--- config.mk ---
export PLATFORM = sky130hd
export DESIGN_NAME = mem_port_arbiter_flat
export DESIGN_NICKNAME = d
export VERILOG_FILES = /design/src/rtl/arm_defs_pkg.sv /design/src/rtl/mem_port_arbiter_if.sv /design/src/rtl/wait_counter.sv /design/src/rtl/mem_port_arbiter.sv /design/src/flat_wrapper.sv
export SDC_FILE = /design/constraint.sdc
export NUM_CORES = 1
export LEC_CHECK = 0
export CAP_MARGIN = 10
export CORE_UTILIZATION = 37
export CTS_BUF_LIST = sky130_fd_sc_hd__clkbuf_2
export DETAILED_ROUTE_END_ITERATION = 16
export PLACE_DENSITY = 0.81
export SETUP_SLACK_MARGIN = 0.3
export SLEW_MARGIN = 20
export SYNTH_ARGS = -nofsm -noshare
export SYNTH_HDL_FRONTEND = slang
export SYNTH_SLANG_ARGS = --single-unit
--- constraint.sdc ---
create_clock -name clk -period 1.8 [get_ports clk]
set_input_delay 0.54 -clock clk [delete_from_list [all_inputs] [get_ports clk]]
set_output_delay 0.54 -clock clk [all_outputs]
set_load 0.02 [all_outputs]
--- src/rtl/arm_defs_pkg.sv ---
// Shared definitions for the memory-port arbiter: FSM state encoding and
// default SRAM timing/address-map constants.
package arm_defs_pkg;

    typedef enum logic [1:0] {
        IDLE    = 2'd0,
        MEM_ACC = 2'd1,
        IF_ACC  = 2'd2,
        DONE    = 2'd3
    } arb_state_e;

    localparam int unsigned SRAM_WAIT_DEFAULT = 5;
    localparam int unsigned DATA_BASE_ADDR    = 1024;

endpackage

--- src/rtl/mem_port_arbiter_if.sv ---
// Pipeline request/response and SRAM bus bundle for the memory-port arbiter.
// The slave modport is the arbiter; the master modport is the pipeline + SRAM side.
interface mem_port_arbiter_if #(
    parameter int unsigned ADDR_W = 16
);
    logic              ifReq;
    logic [31:0]       ifAddress;
    logic [31:0]       ifData;
    logic              memReadReq;
    logic              memWriteReq;
    logic [31:0]       memAddress;
    logic [31:0]       memWriteData;
    logic [31:0]       memReadData;
    logic              freeze;
    logic [ADDR_W-1:0] sramAddr;
    logic [31:0]       sramWData;
    logic              sramWe;
    logic [31:0]       sramRData;

    modport slave (
        input  ifReq, ifAddress, memReadReq, memWriteReq, memAddress, memWriteData, sramRData,
        output ifData, memReadData, freeze, sramAddr, sramWData, sramWe
    );

    modport master (
        output ifReq, ifAddress, memReadReq, memWriteReq, memAddress, memWriteData, sramRData,
        input  ifData, memReadData, freeze, sramAddr, sramWData, sramWe
    );
endinterface

--- src/rtl/wait_counter.sv ---
// SRAM wait-state counter: loads WAIT_CYCLES-1 when an access is granted and
// counts down to zero, which marks the last cycle of the access.
module wait_counter #(
    parameter int unsigned WAIT_CYCLES = 5
) (
    input  logic clk,
    input  logic rst_n,
    input  logic load,
    input  logic dec,
    output logic zero
);
    localparam int unsigned CW       = $clog2(WAIT_CYCLES + 1);
    localparam logic [CW-1:0] LOAD_VAL = CW'(WAIT_CYCLES - 1);

    logic [CW-1:0] cnt_q, cnt_d;

    always_comb begin
        // NOTE: every combinational output gets a default first so no path can infer a latch.
        cnt_d = cnt_q;
        if (load) begin
            cnt_d = LOAD_VAL;
        end else if (dec && (cnt_q != '0)) begin
            cnt_d = cnt_q - CW'(1);
        end
    end

    // NOTE: state registers use non-blocking assignment so all flops update from pre-edge values.
    always_ff @(posedge clk or negedge rst_n) begin
        if (!rst_n) begin
            cnt_q <= '0;
        end else begin
            cnt_q <= cnt_d;
        end
    end

    assign zero = (cnt_q == '0);

endmodule

--- src/rtl/mem_port_arbiter.sv ---
// Arbitrates one multi-cycle single-ported SRAM between instruction fetch and
// the MEM stage (MEM first), freezing the pipeline until all pending requests are served.
module mem_port_arbiter
    import arm_defs_pkg::*;
#(
    parameter int unsigned WAIT_CYCLES = SRAM_WAIT_DEFAULT,
    parameter int unsigned ADDR_W      = 16,
    parameter int unsigned BASE_ADDR   = DATA_BASE_ADDR
) (
    input logic               clk,
    input logic               rst,
    mem_port_arbiter_if.slave bus
);
    arb_state_e        state_q, state_d;
    logic [ADDR_W-1:0] sram_addr_q, sram_addr_d;
    logic [31:0]       sram_wdata_q, sram_wdata_d;
    logic              sram_we_q, sram_we_d;
    logic [31:0]       if_data_q, if_data_d;
    logic [31:0]       mem_read_data_q, mem_read_data_d;
    logic              is_write_q, is_write_d;

    logic              cnt_load, cnt_dec, cnt_zero;
    logic              mem_req, any_req;
    logic [ADDR_W-1:0] mem_word, if_word;

    assign mem_req  = bus.memReadReq | bus.memWriteReq;
    assign any_req  = mem_req | bus.ifReq;

    // Word addresses wrap silently modulo 2^ADDR_W; byte bits are dropped by the shift.
    assign mem_word = ADDR_W'((bus.memAddress - 32'(BASE_ADDR)) >> 2);
    assign if_word  = ADDR_W'(bus.ifAddress >> 2);

    wait_counter #(.WAIT_CYCLES(WAIT_CYCLES)) u_wait_counter (
        .clk   (clk),
        .rst_n (rst),
        .load  (cnt_load),
        .dec   (cnt_dec),
        .zero  (cnt_zero)
    );

    always_comb begin
        state_d         = state_q;
        sram_addr_d     = sram_addr_q;
        sram_wdata_d    = sram_wdata_q;
        sram_we_d       = sram_we_q;
        if_data_d       = if_data_q;
        mem_read_data_d = mem_read_data_q;
        is_write_d      = is_write_q;
        cnt_load        = 1'b0;
        cnt_dec         = 1'b0;

        unique case (state_q)
            IDLE: begin
                if (mem_req) begin
                    state_d      = MEM_ACC;
                    cnt_load     = 1'b1;
                    sram_addr_d  = mem_word;
                    sram_wdata_d = bus.memWriteData;
                    sram_we_d    = bus.memWriteReq;
                    is_write_d   = bus.memWriteReq;
                end else if (bus.ifReq) begin
                    state_d     = IF_ACC;
                    cnt_load    = 1'b1;
                    sram_addr_d = if_word;
                    sram_we_d   = 1'b0;
                end
            end
            MEM_ACC: begin
                if (cnt_zero) begin
                    // A store with a read also requested counts as a store only.
                    if (!is_write_q) begin
                        mem_read_data_d = bus.sramRData;
                    end
                    sram_we_d = 1'b0;
                    if (bus.ifReq) begin
                        state_d     = IF_ACC;
                        cnt_load    = 1'b1;
                        sram_addr_d = if_word;
                    end else begin
                        state_d = DONE;
                    end
                end else begin
                    cnt_dec = 1'b1;
                end
            end
            IF_ACC: begin
                if (cnt_zero) begin
                    if_data_d = bus.sramRData;
                    state_d   = DONE;
                end else begin
                    cnt_dec = 1'b1;
                end
            end
            DONE: begin
                state_d = IDLE;
            end
            default: begin
                state_d = IDLE;
            end
        endcase
    end

    always_ff @(posedge clk or negedge rst) begin
        if (!rst) begin
            state_q         <= IDLE;
            sram_addr_q     <= '0;
            sram_wdata_q    <= '0;
            sram_we_q       <= 1'b0;
            if_data_q       <= '0;
            mem_read_data_q <= '0;
            is_write_q      <= 1'b0;
        end else begin
            state_q         <= state_d;
            sram_addr_q     <= sram_addr_d;
            sram_wdata_q    <= sram_wdata_d;
            sram_we_q       <= sram_we_d;
            if_data_q       <= if_data_d;
            mem_read_data_q <= mem_read_data_d;
            is_write_q      <= is_write_d;
        end
    end

    // The pipeline advances on the edge that ends the single DONE cycle.
    assign bus.freeze      = any_req && (state_q != DONE);
    assign bus.sramAddr    = sram_addr_q;
    assign bus.sramWData   = sram_wdata_q;
    assign bus.sramWe      = sram_we_q;
    assign bus.ifData      = if_data_q;
    assign bus.memReadData = mem_read_data_q;

endmodule

--- src/flat_wrapper.sv ---
// flat-port wrapper written by rule: the top's interface ports become plain ports
module mem_port_arbiter_flat import arm_defs_pkg::*;
#(
    parameter int unsigned WAIT_CYCLES = SRAM_WAIT_DEFAULT,
    parameter int unsigned ADDR_W      = 16,
    parameter int unsigned BASE_ADDR   = DATA_BASE_ADDR
)
  (clk, rst, bus_ifReq, bus_ifAddress, bus_memReadReq, bus_memWriteReq, bus_memAddress, bus_memWriteData, bus_sramRData, bus_ifData, bus_memReadData, bus_freeze, bus_sramAddr, bus_sramWData, bus_sramWe);
  mem_port_arbiter_if #(.ADDR_W(ADDR_W)) bus_i ();
  input logic clk;
  input logic rst;
  input wire logic [$bits(bus_i.ifReq)-1:0] bus_ifReq;
  input wire logic [$bits(bus_i.ifAddress)-1:0] bus_ifAddress;
  input wire logic [$bits(bus_i.memReadReq)-1:0] bus_memReadReq;
  input wire logic [$bits(bus_i.memWriteReq)-1:0] bus_memWriteReq;
  input wire logic [$bits(bus_i.memAddress)-1:0] bus_memAddress;
  input wire logic [$bits(bus_i.memWriteData)-1:0] bus_memWriteData;
  input wire logic [$bits(bus_i.sramRData)-1:0] bus_sramRData;
  output wire logic [$bits(bus_i.ifData)-1:0] bus_ifData;
  output wire logic [$bits(bus_i.memReadData)-1:0] bus_memReadData;
  output wire logic [$bits(bus_i.freeze)-1:0] bus_freeze;
  output wire logic [$bits(bus_i.sramAddr)-1:0] bus_sramAddr;
  output wire logic [$bits(bus_i.sramWData)-1:0] bus_sramWData;
  output wire logic [$bits(bus_i.sramWe)-1:0] bus_sramWe;
  assign bus_i.ifReq = bus_ifReq;
  assign bus_i.ifAddress = bus_ifAddress;
  assign bus_i.memReadReq = bus_memReadReq;
  assign bus_i.memWriteReq = bus_memWriteReq;
  assign bus_i.memAddress = bus_memAddress;
  assign bus_i.memWriteData = bus_memWriteData;
  assign bus_i.sramRData = bus_sramRData;
  assign bus_ifData = bus_i.ifData;
  assign bus_memReadData = bus_i.memReadData;
  assign bus_freeze = bus_i.freeze;
  assign bus_sramAddr = bus_i.sramAddr;
  assign bus_sramWData = bus_i.sramWData;
  assign bus_sramWe = bus_i.sramWe;
  mem_port_arbiter #(.WAIT_CYCLES(WAIT_CYCLES), .ADDR_W(ADDR_W), .BASE_ADDR(BASE_ADDR)) u_core (.clk(clk), .rst(rst), .bus(bus_i));
endmodule
==> out/metrics.csv, run 1 <==
stage,metric,value,unit
status,outcome,"finished, violations left",
status,failed_checks,negative setup slack,
timing,rsz_0062_raised_after_global_routing,yes,
synth,yosys.area.top_type,sky130_fd_sc_hd__dfrtp_1,
worst_setup_path,critical_path.cell_chain,"ha_2, a21oi_2, buf_4",
layout,seqCellArea,2980,µm²
layout,layout-area-overhead-vs-synth,81.6,%
worst_hold_path,min_delay_worst_type,input port to async pin,
synth,yosys_most_used_dff,sky130_fd_sc_hd__dfrtp_1,
global_route,busiest_layer,met2,
place,portBuffers,214,
drt,drt_pass1_iterations,4,
synth,post_synth_inst_count,341,
cts,clock_tree.root_cell,sky130_fd_sc_hd__clkbuf_2,
global_route,global_route.usage.total,21.0,%
cts,cts.sinks,119,
drt,detail_route.drc_violations,0,
global_route,grt_pass1_vias,4296,
floorplanning,core_area,12800,µm²
worst_setup_path,critical_path_arrival,1.51,ns
global_route,grt_max_degree,66,
timing,max_slew.worst_pin.slew,0.435,ns
worst_setup_path,slowest_stage,sky130_fd_sc_hd__dfrtp_1,
power,power_leakage,4.11,nW
worst_setup_path,crit_path_max_fanout,2,
drt,wl_per_instance,17.6,µm
floorplanning,fp.dieH,117,µm
global_route,grt.met1_usage,23.5,%
timing,setup_total_negative_slack,-0.483,ns
place,placedCellCount,741,
layout,antenna_cells,0,
place,final_hpwl_from_detailed_placement,9.27,mm
cts,tritoncts,done,
place,detailed_place.area,7610,µm²
power,cellPowerDensity,1810,nW/µm²
global_route,global_route_met2_usage,38.5,%
synth,ys_async_sr_fraction,100,%
timing,finalSetupViolCount,17,
synth,synthDistinctLibCells,42,
timing,final_hold_viol_count,0,
synth,yosysSeqAreaShare,60.4,%
cts,cts-htree-levels,4,
place,gp_congestion,0.779,
timing,slew_viol_final,0,
global_route,antenna_found_initial,0,
drt,drt_wl_total,15.0,mm
layout,final_core_utilization,69.8,%
layout,fillerInstances,871,
timing,worst_slack,-0.253,ns
worst_setup_path,worstSetupStartpointType,flop,
floorplanning,rows,41,
flow_run,maxCapViolCount,0,
synth,synth_edf_count,0,
timing,worst_clock_skew,0.0211,ns
global_route,grt_use_met3,5.67,%
synth,syn-num-nets,481,
worst_setup_path,criticalPathCategory,flop to output pin,
cts,ctsLongestPathBuffers,2,
global_route,grt_pass1_wl,22.5,mm
layout,drive_above_1_share,54.4,%
worst_setup_path,critical_path.endpoint_type,output pin,
floorplanning,ios,247,
floorplanning,floorplan.initialDensity,38.5,%
worst_setup_path,slowest_delay,0.42,ns
synth,postSynthAreaPerCell,14.5,µm²
cts,cts_inserted_buffers,17,
cts,clkSlewWorstSetupHoldPaths,0.17,ns
timing,final.min_clock_period,2.05,ns
drt,detailedRoute.firstIterationViolations,173,
layout,multiInputGateArea,2050,µm²
timing,finalCritPeriodShare,114,%
layout,instances_no_fill,852,
global_route,globalRouteOverflowTotal,0,
drt,via_count,4123,
cts,clkLatencyLatePin,0.65,ns
layout,layout.cell_area.non_filler,8950,µm²
synth,netlist.area_leader.share,60.4,%
power,fin_total_pwr,16.2,mW
floorplanning,chipWidth,117,µm
timing,fmax,487,MHz
worst_setup_path,worstPathRequired,1.26,ns
drt,antenna_viol_nets_final,0,
floorplanning,design.die.area,13800,µm²
power,worst_ir_drop_vdd,1.09,mV
layout,finalNetCount,811,
drt,vias_per_cell,4.84,
synth,synth.top_cells.by_area,"sky130_fd_sc_hd__dfrtp_1, sky130_fd_sc_hd__mux2_2, sky130_fd_sc_hd__a21oi_1, sky130_fd_sc_hd__ha_1, sky130_fd_sc_hd__mux2_1",
timing,maxSlewHeadroom,71.0,%
synth,post_synthesis_register_bit_count,119,
synth,post_syn_area,4930,µm²
synth,synth-warning-count,0,
sequential cells by signal (all words and copies together), names as in the netlist:
name                         flops
u_core.is_write_q                1
u_core.bus.ifData               32
u_core.u_wait_counter.cnt_q      3
u_core.bus.sramWData            32
u_core.bus.sramAddr             16
u_core.state_q                   2
u_core.bus.sramWe                1
u_core.bus.memReadData          32
critical path, delay by kind of cell, from the launching register on:
kind	cells	cell delay, ns
AOI/OAI and AO/OA	1	0.11
adders and majority gates	1	0.20
buffers and inverters	1	0.15
DFF	1	0.42
Yosys cell counts, types with 2 or more instances:
master and number:
sky130_fd_sc_hd__a21oi_1 18, sky130_fd_sc_hd__buf_2 5, sky130_fd_sc_hd__buf_4 3, sky130_fd_sc_hd__buf_6 6
sky130_fd_sc_hd__dfrtp_1 119, sky130_fd_sc_hd__ha_1 7, sky130_fd_sc_hd__inv_1 9, sky130_fd_sc_hd__mux2_1 7
sky130_fd_sc_hd__mux2_2 89, sky130_fd_sc_hd__nand2_1 7, sky130_fd_sc_hd__nor2_1 17, sky130_fd_sc_hd__nor3_1 3
sky130_fd_sc_hd__o21ai_0 5, sky130_fd_sc_hd__o22ai_1 10, sky130_fd_sc_hd__o32ai_1 4, sky130_fd_sc_hd__xnor2_1 2
sky130_fd_sc_hd__xor2_1 5
worst paths after layout:
kind                                     startpoint  cells past startpoint                  endpoint  slack (ns)
setup / recovery                  u_core.state_q[1]                      3                bus_freeze       -0.25
hold / removal                                  rst                      3   u_core.bus.sramWData[1]        0.43
setup reg to reg                  u_core.state_q[1]                      9  u_core.bus.sramWData[12]       -0.03
hold reg to reg            u_core.bus.sramWData[17]                      1  u_core.bus.sramWData[17]        0.55
max in group asynchronous                       rst                      3     u_core.bus.ifData[17]        1.04
min in group clk               bus_memWriteData[31]                      2  u_core.bus.sramWData[31]        0.49
per-layer routing:
| layer | vias to the layer above | share of wire (%) |
|---|---|---|
| met3 | 24 | 4.5 |
| met5 | - | 0 |
| met4 | 0 | 1.8 |
| met1 | 2084 | 39 |
| met2 | 134 | 55 |
| li1 | 1881 | - |
layout by cell type (no fill, tap or decap), drive strengths merged, types with 3 or more instances in the layout:
cell and instances:
buf 221, dfrtp 119, clkdlybuf4s50 99, mux2 97, clkbuf 21, nor2 18
a21oi 18, o22ai 10, inv 9, clkinv 9, nand2 8, ha 7
o21ai 7, xor2 5, o32ai 4, nor3 3
area by class of cell:
type,instances,share of cell area [%]
timing repair buffer,325,39.2
sequential,119,33.3
multi-input combinational,199,22.9
tap,172,2.40
clock buffer,18,1.01
clock inverter,10,0.741
inverter,9,0.433
kinds of logic (layout without fill, tap and decap cells):
kind of cell    Yosys count  count (layout)  synth area share [%]
mux                      98              98                  22.4
compound gates           49              49                  6.95
xor+xnor                  7               7                  1.24
fa+ha+maj                 7               7                  1.78
flops                   119             119                  60.4
buf+inv                  23             362                  3.02
simple gates             38              38                  4.21
stage by stage:
stage / setup WS (ns) / hold slack, ns
6_report: -0.253 / 0.432
2_1_floorplan: 0.159 / 0.244
3_3_place_gp: -0.562 / 0.486
4_1_cts: -0.314 / 0.362
5_1_grt: -0.348 / 0.379
3_5_place_dp: -0.583 / 0.491
power breakdown:
part	internal (mW)	leakage (nW)	total, mW	switching (mW)
Combinational	5.80	2.59	9.94	4.14
Clock	0.436	0.108	1.36	0.922
Sequential	3.98	1.41	4.95	0.963
timing repair:
action                                  CTS  global route
buffers inserted                         38            31
pin swaps                                 5             5
cloned                                   11             2
gates resized for setup                 712            15
hold endpoints to repair                119             0
hold buffers                              1             0
endpoints found under the setup margin  232           233
No activity file was read; power rests on OpenSTA's default activity.
==> run 2, diff against run 1 <==
- CORE_UTILIZATION: 37 -> 45
- PLACE_DENSITY: 0.81 -> 0.92
- SLEW_MARGIN: 20 -> unset
- clock period: 1.8 -> 2.65 ns (I/O delays scaled with it)
==> run 2 against run 1 <==
The flow now finishes without violations. Sequential cell count is the same. Clock-buffer cell count grew 3. Largest power group unchanged. Critical endpoint unchanged. Global-route usage grew 0.13 points. Sequential share of layout area grew 7.3 points.
==> out/metrics.csv, run 2 (same netlist as run 1, synthesis figures left out) <==
stage,metric,value,unit
timing,finalCritPeriodShare,87.1,%
drt,top_layer,met4,
timing,finalSetupViolCount,0,
global_route,antenna_found_initial,0,
drt,wl_per_instance,16.2,µm
worst_setup_path,crit_path_max_fanout,3,
worst_setup_path,worstPathRequired,1.86,ns
timing,rsz_0062_raised_after_global_routing,yes,
global_route,global_route.usage.total,21.2,%
floorplanning,rows,37,
cts,ctsLongestPathBuffers,2,
timing,fmax,433,MHz
timing,final_hold_viol_count,0,
status,outcome,"finished, final reports clean",
floorplanning,design.die.area,11400,µm²
drt,via_count,3643,
cts,tritoncts,done,
power,cellPowerDensity,1170,nW/µm²
timing,worst_slack,0.343,ns
power,power_leakage,3.40,nW
worst_setup_path,criticalPathCategory,flop to output pin,
timing,slew_viol_final,0,
cts,cts_inserted_buffers,17,
floorplanning,chipWidth,107,µm
worst_setup_path,setup_slack_of_the_worst_register_to_register_path,0.66,ns
cts,clkSlewWorstSetupHoldPaths,0.16,ns
worst_setup_path,crit-reg2reg-launch,u_core.state_q[0],
drt,drt_pass1_iterations,4,
place,final_hpwl_from_detailed_placement,8.42,mm
place,portBuffers,214,
drt,detailedRoute.firstIterationViolations,185,
timing,maxSlewHeadroom,58.6,%
global_route,grt_max_degree,120,
worst_setup_path,worstSetupStartpointType,flop,
place,pre_cts_ws,-0.340,ns
layout,layout_common_cells,"sky130_fd_sc_hd__dfrtp_1, sky130_fd_sc_hd__dlygate4sd2_1, sky130_fd_sc_hd__clkdlybuf4s50_1",
drt,vias_per_cell,5.06,
global_route,grt_pass1_wl,18.7,mm
floorplanning,core_area,10500,µm²
worst_setup_path,ff2ff_path_depth,6,
worst_hold_path,min_delay_worst_type,input port to async pin,
cts,cts-htree-levels,4,
layout,most_common_cell_after_layout_fill_and_taps_aside,sky130_fd_sc_hd__dfrtp_1,
timing,max_slew.worst_pin.slew,0.621,ns
layout,antenna_cells,0,
place,placedCellCount,687,
flow_run,maxCapViolCount,0,
cts,clock_tree.root_cell,sky130_fd_sc_hd__clkbuf_2,
drt,wl_met3,804,µm
worst_setup_path,rr_endpoint,u_core.bus.sramAddr[11],
drt,antenna_viol_nets_final,0,
timing,worst_clock_skew,0.0300,ns
layout,instances_no_fill,720,
timing,holdWs,0.231,ns
global_route,grt_pass1_vias,3894,
layout,fillerInstances,776,
place,gp_congestion,0.774,
drt,routedLengthMet1,4.66,mm
layout,layout-area-overhead-vs-synth,48.9,%
worst_setup_path,critical_path_arrival,1.51,ns
power,worst_ir_drop_vdd,0.774,mV
worst_setup_path,crit_path_start,u_core.state_q[1],
worst_setup_path,critical_path.endpoint_type,output pin,
cts,cts.sinks,119,
layout,finalNetCount,711,
floorplanning,fp.dieH,107,µm
drt,detail_route.drc_violations,0,
global_route,globalRouteOverflowTotal,0,
timing,final.min_clock_period,2.31,ns
layout,drive_above_1_share,25.2,%
drt,met2_length,5.90,mm
floorplanning,floorplan.initialDensity,47.1,%
floorplanning,ios,247,
drt,drt_wl_total,11.6,mm
cts,clkLatencyLatePin,0.63,ns
run 2: how the worst max path moves through the flow:
stage / end / slack (ns)
2_1_floorplan: bus_freeze / 0.63
3_3_place_gp: bus_freeze / -0.33
3_5_place_dp: bus_freeze / -0.34
4_1_cts: bus_freeze / 0.15
5_1_grt: bus_freeze / 0.22
6_report: bus_freeze / 0.34
run 2: report_power, final:
| group | leakage [nW] | total [mW] | internal [mW] | switching [mW] |
|---|---|---|---|---|
| logic | 1.85 | 4.39 | 2.01 | 2.38 |
| registers | 1.41 | 3.12 | 2.70 | 0.426 |
| clock network | 0.140 | 1.07 | 0.432 | 0.635 |
| total | 3.40 | 8.58 | 5.14 | 3.44 |
run 2: per-stage QoR:
step | cell area, µm² | total power, mW | TNS, ns | utilization (%)
after floorplan | 4930 | 5.91 | 0 | -
after detailed placement | 7250 | 8.21 | -0.340 | 69.3
after CTS | 7320 | 8.66 | 0 | 69.9
final | 7340 | 8.58 | 0 | 70.2
after global placement | 7250 | 8.00 | -0.331 | 69.3
after global routing | 7340 | 9.11 | 0 | 70.2
run 2: final cells by class:
type	count	area, µm²	share of cell area (%)
clock buffers	21	105	1.43
clock inverters	11	108	1.47
inverters	9	33.8	0.460
multi-input cells	199	1820	24.8
flip-flops and latches	119	2980	40.6
well taps	136	170	2.32
repair buffers	225	2130	29.0
run 2: what timing repair did:
item                                    4_1_cts  5_1_grt
resized for setup                           118        8
hold buffers                                  0        0
pin swaps                                     1        1
endpoints found under the setup margin      114        1
setup buffers                                 0        1
gates cloned                                  0        0
run 2: routing by layer:
layer | GRT usage (%) | vias to the layer above
li1 | - | 1685
met1 | 25.0 | 1781
met2 | 36.5 | 152
met3 | 5.90 | 25
met4 | 8.41 | 0
met5 | 0 | -
run 2: worst max-delay path: stages, from the launching register on:
cell	delay, ns
sky130_fd_sc_hd__dfrtp_1	0.43
sky130_fd_sc_hd__ha_2	0.19
sky130_fd_sc_hd__a21oi_2	0.14
sky130_fd_sc_hd__buf_6	0.14
